==> src/rtl/dmem_dump_tx.sv <==
// Data-memory offload engine: stalls the core, reads a block of words through a
// synchronous read port and streams each word out as four UART 8N1 bytes, LSB byte first.
module dmem_dump_tx #(
  parameter int unsigned ADDR_W       = 8,
  parameter int unsigned CLKS_PER_BIT = 16
) (
  input  logic              clk,
  input  logic              reset,
  input  logic              start,
  input  logic [ADDR_W-1:0] base_addr,
  input  logic [ADDR_W-1:0] word_count,
  output logic              mem_rd_en,
  output logic [ADDR_W-1:0] mem_addr,
  input  logic [31:0]       mem_rdata,
  output logic              tx,
  output logic              busy,
  output logic              core_hold,
  output logic              done
);

  localparam int unsigned CntW = (CLKS_PER_BIT > 1) ? $clog2(CLKS_PER_BIT) : 1;
  localparam logic [CntW-1:0] CntMax = CntW'(CLKS_PER_BIT - 1);

  typedef enum logic [2:0] {
    StIdle, StFetch, StLatch, StStart, StData, StStop, StFin
  } state_e;

  state_e            state_q, state_d;
  logic [CntW-1:0]   cnt_q, cnt_d;
  logic [2:0]        bit_q, bit_d;
  logic [1:0]        byte_q, byte_d;
  logic [31:0]       word_q, word_d;
  logic [ADDR_W-1:0] ptr_q, ptr_d;
  logic [ADDR_W-1:0] remain_q, remain_d;
  logic [ADDR_W-1:0] addr_q, addr_d;
  logic              bit_end;

  assign bit_end = (cnt_q == CntMax);

  always_ff @(posedge clk or negedge reset) begin
    if (!reset) begin
      state_q  <= StIdle;
      cnt_q    <= '0;
      bit_q    <= '0;
      byte_q   <= '0;
      word_q   <= '0;
      ptr_q    <= '0;
      remain_q <= '0;
      addr_q   <= '0;
    end else begin
      state_q  <= state_d;
      cnt_q    <= cnt_d;
      bit_q    <= bit_d;
      byte_q   <= byte_d;
      word_q   <= word_d;
      ptr_q    <= ptr_d;
      remain_q <= remain_d;
      addr_q   <= addr_d;
    end
  end

  always_comb begin
    state_d   = state_q;
    cnt_d     = cnt_q;
    bit_d     = bit_q;
    byte_d    = byte_q;
    word_d    = word_q;
    ptr_d     = ptr_q;
    remain_d  = remain_q;
    addr_d    = addr_q;
    tx        = 1'b1;
    mem_rd_en = 1'b0;
    done      = 1'b0;

    // One baud counter shared by start, data and stop bits
    if (state_q == StStart || state_q == StData || state_q == StStop) begin
      cnt_d = bit_end ? '0 : cnt_q + CntW'(1);
    end

    unique case (state_q)
      StIdle: begin
        if (start) begin
          ptr_d    = base_addr;
          remain_d = word_count;
          state_d  = (word_count != '0) ? StFetch : StFin;
        end
      end
      StFetch: begin
        mem_rd_en = 1'b1;
        addr_d    = ptr_q;
        state_d   = StLatch;
      end
      StLatch: begin
        word_d   = mem_rdata;
        byte_d   = '0;
        ptr_d    = ptr_q + ADDR_W'(1);
        remain_d = remain_q - ADDR_W'(1);
        cnt_d    = '0;
        state_d  = StStart;
      end
      StStart: begin
        tx = 1'b0;
        if (bit_end) begin
          bit_d   = '0;
          state_d = StData;
        end
      end
      StData: begin
        tx = word_q[{byte_q, bit_q}];
        if (bit_end) begin
          if (bit_q == 3'd7) state_d = StStop;
          else               bit_d   = bit_q + 3'd1;
        end
      end
      StStop: begin
        if (bit_end) begin
          if (byte_q != 2'd3) begin
            byte_d  = byte_q + 2'd1;
            state_d = StStart;
          end else if (remain_q != '0) begin
            state_d = StFetch;
          end else begin
            state_d = StFin;
          end
        end
      end
      StFin: begin
        done    = 1'b1;
        state_d = StIdle;
      end
      default: state_d = StIdle;
    endcase
  end

  // Address is presented live during FETCH and held afterwards
  assign mem_addr  = (state_q == StFetch) ? ptr_q : addr_q;
  assign busy      = (state_q != StIdle);
  assign core_hold = busy;

endmodule

==> config.mk <==
export PLATFORM = sky130hd
export DESIGN_NAME = dmem_dump_tx
export DESIGN_NICKNAME = d
export VERILOG_FILES = /design/src/rtl/dmem_dump_tx.sv
export SDC_FILE = /design/constraint.sdc
export NUM_CORES = 1
export LEC_CHECK = 0
export BUFFER_PORTS_ARGS = -buffer_cell sky130_fd_sc_hd__buf_2
export CAP_MARGIN = 25
export CORE_AREA = 2 2 115 117
export DETAILED_ROUTE_END_ITERATION = 8
export DIE_AREA = 0 0 117 119
export HOLD_SLACK_MARGIN = 0.02
export PLACE_DENSITY = 0.46
export SYNTH_ARGS = -nofsm -noshare
export SYNTH_HDL_FRONTEND = slang
export SYNTH_SLANG_ARGS = --single-unit
==> constraint.sdc <==
create_clock -name clk -period 3.4 [get_ports clk]
set_clock_uncertainty 0.1 [all_clocks]
set_input_delay 0.17 -clock clk [delete_from_list [all_inputs] [get_ports clk]]
set_output_delay 0.17 -clock clk [all_outputs]
set_load 0.01 [all_outputs]
==> results by group, run 1 <==
Outcome
  – Status: completed

GRT
  – Largest net degree at the start of global routing: around 70
  – Vias in the first global route: roughly 3100
  – Global-route wire length before repair: between 10000 and 15000 um
  – Initial antenna violation count: 0
  – GRT Util Overall: 13.6%
  – GRT overflow: 0

STA
  – Max-slew violations: 0
  – RSZ-0062 raised after global routing: false
  – Worst-Margin Slew: roughly 0.89 ns
  – Final setup vio count: 0
  – Worst rel slew slack: 40.9%
  – Hold Vio Cnt, Final: 0
  – Tmin final: 2.62 ns
  – F_max: approximately 0.38 GHz
  – Setup_tns: 0 ns
  – Fin crit share: between 70% and 80%
  – Worst Setup Slack, final: 0.783 ns

Detailed routing
  – DRC Markers: 0
  – Drt first pass iters: 4
  – Final antenna-violating net count: 0
  – Post-Route WL: 8710 um
  – Via/cell ratio: about 4.6
  – Routed vias: 3030
  – Routed WL per cell: about 13 um
  – Initial DRC count: 174

Yosys
  – Post-synth EDFFs: 0
  – Distinct cells, synth: between 50 and 60
  – Synth top area share: between 40% and 50%
  – Top FF cell, synth: dfrtp_1
  – Cell count after synthesis: 381
  – Sequential area share after synthesis: between 40 and 50%
  – Area leader, netlist: dfrtp_1
  – Mapped cell area: 3510 um^2
  – Ranking of synthesized cells by area: dfrtp_1 49%, nand2_1 13%, mux2i_1 3.4%
  – Mean post-synth cell area: 9.21 um^2
  – Yosys reg bits: ~70
  – Synth async-reset ratio: 100%
  – YS warnings: 0
  – Post-Syn Nets: 440

Final layout
  – Net count, final: about 540
  – Finished Layout Cells: 661
  – Commonest non-fill, non-tap cell in the layout: nand2_1
  – Highest-count cells in the layout ignoring fill and taps: 124 x nand2_1, 68 x dfrtp_1, 63 x buf_2
  – Share of layout cells above drive strength 1: 21.6%
  – Antenna diode instance count: 0
  – Layout area overhead: 34.0%

Run
  – MaxCap Viol Count: 0

Worst setup path
  – Critical path type: reg2out
  – Worst Path Required: 3.13 ns
  – Worst Setup End Kind: primary output
  – Largest stage delay, worst path: 0.84 ns
  – Critical Path Start: bit_q[1]
  – Worst-path cell chain: mux2i_1, mux4_2, nand3b_1, nand4_1, o21ai_1, buf_2
  – CP Launch Type: flop
  – Crit Path Max Fanout: 18
  – Data arrival time of the critical path: 2.35 ns
  – Slowest cell on crit path: dfrtp_1
  – R2r startpoint: bit_q[1]

Clocking
  – CTS Buffer Depth: 2
  – Post-cts sizing count: 0
  – Num CTS Buffers: 9
  – CTS root buf: clkbuf_16
  – CTS sink cnt: 68
  – TritonCTS clock tree: done
  – H-Tree Depth: 3
  – Clock transition at path regs: approximately 0.060 ns
  – Worst-Skew Late Latency: approximately 0.34 ns

Die
  – Die Wd: 117 um
  – Core ar.: 12900 um^2
  – Total Die Area: 13900 um^2
  – Initial core utilization: 27.2%
  – Die Y: 119 um
  – Std cell rows: between 40 and 50
  – IO Pins: 64

Power
  – Leak: 2.15 nW
  – PwrDens: 851 nW/um^2
  – Peak supply drop: 260 uV
  – Total power: 4.00 mW

Placement
  – RePlAce Congestion: 0.809
  – Port Buf Inserts: 63
  – Detailed placement HPWL: 5960 um
  – Cell count after placement: 607
  – Setup slack at placement: between 0.9 and 1 ns

Hold path
  – Min-delay worst type: in2reg
  – HP Start: base_addr[3]
metrics by stage:
step | cell area, um^2 | hold slack, ns | utilization (%)
final | 4700 | 0.0357 | 36.5
after global routing | 4700 | 0.0244 | 36.5
after CTS | 4700 | 0.0216 | 36.5
after detailed placement | 3990 | 0.261 | 31.0
after global placement | 3990 | 0.262 | 31.0
after floorplan | 3510 | -0.226 | -
path summary, 6_finish.rpt:
kind	end	slack, ns	cells after the start
max reg2reg	state_q[0]	0.94	7
min	ptr_q[3]	0.04	2
min in group asynchronous	remain_q[4]	0.46	3
max	tx	0.78	6
max in group asynchronous	ptr_q[6]	2.14	3
min reg2reg	word_q[10]	0.37	2
repair_timing:
action | 4_1_cts | 5_1_grt
buffers inserted | 0 | 0
hold buffers | 38 | 0
endpoints found under the hold margin | 105 | 0
critical path, delay by kind of cell (launching register included):
family	cells	cell delay (ns)
AOI/OAI and AO/OA	1	0.16
and+or+nand+nor	2	0.19
DFF	1	0.84
muxes	2	0.67
buffers and inverters	1	0.16
power by group:
group,total (mW),switching (mW),internal [mW]
logic,1.51,0.855,0.657
clock network,1.04,0.369,0.670
registers,1.45,0.277,1.17
flip-flops by register name (all words and copies together) (netlist names):
name	count
word_q	32
addr_q	8
ptr_q	8
remain_q	8
cnt_q	4
bit_q	3
state_q	3
byte_q	2
cells in the mapped netlist (all sizes together) (3+ instances only):
master	n
mux2	10
inv	7
nor2b	3
dfrtp	68
nand2	124
a31oi	5
o22ai	3
nor3b	3
nand3	12
buf	16
ha	8
nor2	29
o21ai	17
clkbuf	3
mux4	4
nand3b	3
a21oi	14
nor3	3
mux2i	12
a221oi	3
logic make-up (layout without fill, tap and decap cells):
family	Yosys count	after routing	share of synthesized area (%)
compound gates	66	66	12.3
fa+ha+maj	8	8	2.85
buf+inv	26	130	3.89
flops	68	68	48.5
mux	26	26	9.20
simple gates	187	187	23.2
per-layer routing:
metal | GRT usage (%) | wire (um) | part of all wire [%] | up-vias
li1 | - | - | - | 1519
met4 | 5.59 | 115 | 1.3 | 0
met2 | 21.0 | 4170 | 48 | 60
met3 | 3.77 | 355 | 4.1 | 9
met1 | 18.0 | 4070 | 47 | 1442
met5 | 0 | 0 | 0 | -
cell type report:
| type | instances | area (um^2) |
|---|---|---|
| well taps | 176 | 220 |
| fillers | 1298 | 8180 |
| clock buffers | 10 | 239 |
| flip-flops and latches | 68 | 1700 |
| inverters | 7 | 26.3 |
| clock inverters | 6 | 95.1 |
| repair buffers | 107 | 741 |
| multi-input cells | 287 | 1680 |
(Power assumes the default switching activity.)
==> run 2, diff against run 1 <==
PLACE_DENSITY = 0.48   (was 0.46)
clock period = 2.3 ns   (was 3.4 ns; I/O delays follow)
==> results by group, run 2 (synthesis gave the netlist of run 1 again) <==
Placement
  – Detailed placement HPWL: ~6300 um
  – Cell count after placement: just over 600
  – Port Buf Inserts: 63
  – Setup slack at placement: approximately 0.21 ns
  – RePlAce Congestion: about 0.82

Detailed routing
  – Routed vias: 3101
  – Post-Route WL: 8910 um
  – Drt first pass iters: 4
  – Routed WL per cell: 13.1 um
  – Initial DRC count: approximately 110
  – DRC Markers: 0
  – Final antenna-violating net count: 0
  – Via/cell ratio: 4.56

Final layout
  – Finished Layout Cells: 680
  – Commonest non-fill, non-tap cell in the layout: nand2_1
  – Largest register FFs: 32
  – Share of layout cells above drive strength 1: 23.2%
  – Layout area overhead: 38.3%
  – Biggest register: word_q
  – Fillcell total: ~1300
  – Antenna diode instance count: 0
  – Highest-count cells in the layout ignoring fill and taps: 124 x nand2_1, 67 x dfrtp_1, 63 x buf_2
  – Net count, final: 560

Worst setup path
  – CP Launch Type: flop
  – Critical path type: reg2out
  – Worst Path Required: 2.09 ns
  – Crit Path Max Fanout: 7
  – Data arrival time of the critical path: 2.06 ns
  – Worst Reg-to-Reg Cells: 8
  – Worst Setup End Kind: primary output

GRT
  – Largest net degree at the start of global routing: 37
  – GRT overflow: 0
  – GRT Util Overall: 13.9%
  – Global-route wire length before repair: about 15000 um
  – Vias in the first global route: 3108
  – Initial antenna violation count: 0

Die
  – Die Wd: approximately 120 um
  – Total Die Area: about 14000 um^2
  – Initial core utilization: about 27%
  – Core ar.: 12900 um^2
  – Std cell rows: 42
  – IO Pins: 64
  – Die Y: between 100 and 150 um

Outcome
  – Status: completed

Clocking
  – CTS root buf: clkbuf_16
  – Clock transition at path regs: 0.06 ns
  – CTS Buffer Depth: 2
  – Worst-Skew Late Latency: 0.33 ns
  – TritonCTS clock tree: done
  – CTS sink cnt: 68
  – Num CTS Buffers: 9
  – H-Tree Depth: 3

Power
  – Total power: 5.76 mW
  – Peak supply drop: 359 uV
  – PwrDens: 1190 nW/um^2
  – Leak: 2.23 nW

STA
  – Worst rel slew slack: 49.4%
  – Worst Setup Slack, final: about 0.025 ns
  – F_max: 0.439 GHz
  – Worst-Margin Slew: 0.751 ns
  – Hold Vio Cnt, Final: 0
  – Fin crit share: 98.9%
  – Max-slew violations: 0
  – RSZ-0062 raised after global routing: true
  – Final setup vio count: 0
  – Tmin final: 2.28 ns

Run
  – MaxCap Viol Count: 0

Hold path
  – Worst hold path depth: 4
  – Min-delay worst type: in2reg
[run 2: cell types whose count changed in the layout (fill, tap and decap cells not counted), sizes merged]
| cell | change |
|---|---|
| dlygate4sd3 | +10 |
| clkbuf | +2 |
| bufinv | -2 |
| inv | -2 |
| buf | +11 |
[run 2: where the power goes]
group	switching [mW]	internal, mW
registers	0.358	1.74
logic	1.33	1.04
clock network	0.493	0.802
[run 2: timing repair]
action | 4_1_cts | 5_1_grt
buffers inserted | 0 | 1
gates cloned | 0 | 0
endpoints found under the hold margin | 64 | 0
pin swaps | 0 | 1
hold buffers | 48 | 0
endpoints found under the setup margin | 1 | 2
gates resized for setup | 3 | 1
[run 2: final timing paths]
check | from | to | slack, ns
max | bit_q[1] | tx | 0.02
min | word_count[7] | remain_q[7] | 0.05
max reg2reg | bit_q[1] | state_q[0] | 0.15
min reg2reg | word_q[4] | word_q[4] | 0.36
max in group asynchronous | reset | byte_q[1] | 1.32
min in group asynchronous | reset | remain_q[1] | 0.16
[run 2: metal layers]
metal	wire length (um)	up-vias	global-route usage, %
met5	0	-	0
met4	256	0	7.28
met3	317	17	3.05
met2	4050	62	20.3
met1	4290	1459	19.0
li1	-	1563	-
[run 2: final cells by class]
type                            count  area, um^2  share of cell area (%)
Inverter                            7        26.3                   0.542
Timing Repair Buffer              128         940                    19.4
Multi-Input combinational cell    287        1690                    34.8
Tap cell                          176         220                    4.54
Clock buffer                       12         267                    5.49
Clock inverter                      2        10.0                   0.206
Sequential cell                    68        1700                    35.1
[run 2: worst max-delay path: stages, from the launching register on]
cell     delay, ns
dfrtp_1       0.40
buf_4         0.18
mux2i_1       0.14
mux4_2        0.46
nand3_1       0.09
nand4_1       0.12
o21ai_2       0.19
buf_2         0.16
[run 2: metrics by stage]
stage                     hold WS (ns)  cell area [um^2]  TNS (ns)  utilization (%)
after global placement        -0.00645              4070         0             31.6
after detailed placement      -0.00156              4070         0             31.6
final                           0.0506              4850         0             37.7
after global routing            0.0630              4850   -0.0817             37.7
after CTS                       0.0462              4840         0             37.6
after floorplan                 -0.281              3510         0                -
==> run 3, diff against run 2 <==
==> constraint.sdc (replaced) <==
create_clock -name clk -period 2.3 [get_ports clk]
set_clock_uncertainty 0.1 [all_clocks]
set_input_delay 0.23 -clock clk [delete_from_list [all_inputs] [get_ports clk]]
set_output_delay 0.23 -clock clk [all_outputs]
set_load 0.01 [all_outputs]
==> results by group, run 3 (synthesis gave the netlist of run 1 again) <==
Outcome
  – Status: finished, violations left
  – Failing checks: setup timing

Worst setup path
  – Worst-path cell chain: buf_6, mux2i_1, mux4_2, nand3_1, nand4_1, o21ai_2, buf_2
  – Data arrival time of the critical path: 2.02 ns
  – Worst Path Required: 1.97 ns
  – Worst Setup End Kind: primary output
  – Worst Reg-to-Reg Cells: 8
  – Crit path max-delay family: multiplexers
  – Reg2reg end: state_q[0]
  – Critical path type: reg2out
  – CP Launch Type: flop
  – Cell count along the critical path: 7
  – Largest stage delay, worst path: 0.47 ns
  – Worst path bufs/invs: 2
  – Crit Path Max Fanout: 6
  – R2r startpoint: bit_q[1]
  – Slowest cell on crit path: mux4_2
  – Reg2reg setup slack: 0.14 ns

Placement
  – Cell count after placement: 618
  – Setup slack at placement: 0.107 ns
  – RePlAce Congestion: a little over 0.8
  – Detailed placement HPWL: 6180 um
  – Post-DP Area: 4080 um^2
  – Port Buf Inserts: between 60 and 70

Power
  – Total power: 5.86 mW
  – Peak supply drop: 321 uV
  – PwrDens: 1230 nW/um^2
  – Leak: 2.18 nW

Clocking
  – TritonCTS clock tree: done
  – CTS root buf: clkbuf_16
  – H-Tree Depth: 3
  – CTS Buffer Depth: 2
  – Num CTS Buffers: 9
  – CTS sink cnt: 68
  – Clock transition at path regs: 0.06 ns
  – Worst-Skew Late Latency: approximately 0.34 ns

Hold path
  – Hold EP: remain_q[4]
  – Worst hold path depth: 3
  – Min-delay worst type: in2reg
  – HP Start: word_count[4]

Detailed routing
  – Post-Route WL: 8690 um
  – Routed vias: 3058
  – Via/cell ratio: 4.57
  – Drt first pass iters: 4
  – Final antenna-violating net count: 0
  – DRC Markers: 0
  – Routed WL per cell: about 13 um
  – Initial DRC count: 167

Final layout
  – Largest register FFs: 32
  – Fin util: around 37%
  – Layout area overhead: 35.7%
  – Highest-count cells in the layout ignoring fill and taps: 124 x nand2_1, 66 x dfrtp_1, 63 x buf_2
  – Share of layout cells above drive strength 1: between 20% and 30%
  – Biggest register: word_q
  – Finished Layout Cells: around 670
  – Net count, final: 547
  – Antenna diode instance count: 0
  – Commonest non-fill, non-tap cell in the layout: nand2_1
  – Post-route cell area: 4760 um^2

Die
  – Initial core utilization: 27.2%
  – Die Wd: 117 um
  – IO Pins: 64
  – Die Y: around 120 um
  – Std cell rows: 42
  – Core ar.: 12900 um^2
  – Total Die Area: ~14000 um^2

GRT
  – GRT Util Overall: between 10 and 15%
  – Largest net degree at the start of global routing: 69
  – Initial antenna violation count: 0
  – Met2 usage: 20.6%
  – Global-route wire length before repair: 14800 um
  – GR Util met1: 18.9%
  – Vias in the first global route: ~3000
  – M3 GR Usage: 3.16%
  – GRT overflow: 0
  – Layer with the highest usage: met2

STA
  – Worst Setup Slack, final: -0.0548 ns
  – Hold Vio Cnt, Final: 0
  – WHS: around 0.034 ns
  – F_max: 0.425 GHz
  – Max-slew violations: 0
  – Final setup vio count: 1
  – RSZ-0062 raised after global routing: true
  – Setup_tns: -0.0548 ns
  – Tmin final: 2.35 ns
  – Fin crit share: 102%
  – Worst-Margin Slew: 0.538 ns
  – Worst rel slew slack: roughly 64%

Run
  – MaxCap Viol Count: 0
run 3: cell types whose count changed in the layout (fill, tap and decap cells not counted), sizes merged:
cell,delta
clkinv,+1
clkbuf,-2
bufinv,+1
clkinvlp,+2
dlygate4sd3,-15
buf,+2
run 3: worst reg2reg max path: cells and delay by family (launching register included):
kind                       cells  cell delay [ns]
and+or+nand+nor                1             0.17
adders and majority gates      2             0.41
muxes                          1             0.34
DFF                            1             0.42
AOI/OAI and AO/OA              3             0.45
buffers and inverters          1             0.16
run 3: final cells by class:
type                       count  area, um^2
fill                        1321        8120
clock inverter                 6        63.8
clock buffer                  10         239
timing repair buffer         115         808
sequential                    68        1700
tap                          176         220
multi-input combinational    287        1700
inverter                       7        26.3
run 3: power breakdown:
group	total, mW	switching, mW	internal [mW]
clock	1.38	0.513	0.865
sequential	2.09	0.351	1.74
combinational	2.40	1.35	1.05
run 3: how the worst max path moves through the flow:
stage                  start  endpoint  slack (ns)
finish              bit_q[1]        tx       -0.05
detailed placement  bit_q[0]        tx        0.11
global placement    bit_q[0]        tx        0.14
global route        bit_q[1]        tx       -0.18
CTS                 bit_q[0]        tx       -0.08
floorplan           bit_q[1]        tx        0.39
run 3: routing by layer:
metal / part of all wire, % / wire [um]
met1: 48 / 4190
met2: 46 / 4040
met3: 3.8 / 330
met4: 1.4 / 126
met5: 0 / 0
run 3: what timing repair did:
item | 4_1_cts | 5_1_grt
endpoints found under the hold margin | 100 | 0
gates resized for setup | 7 | 3
pin swaps | 2 | 0
endpoints found under the setup margin | 1 | 2
setup buffers | 1 | 1
hold buffers | 33 | 0
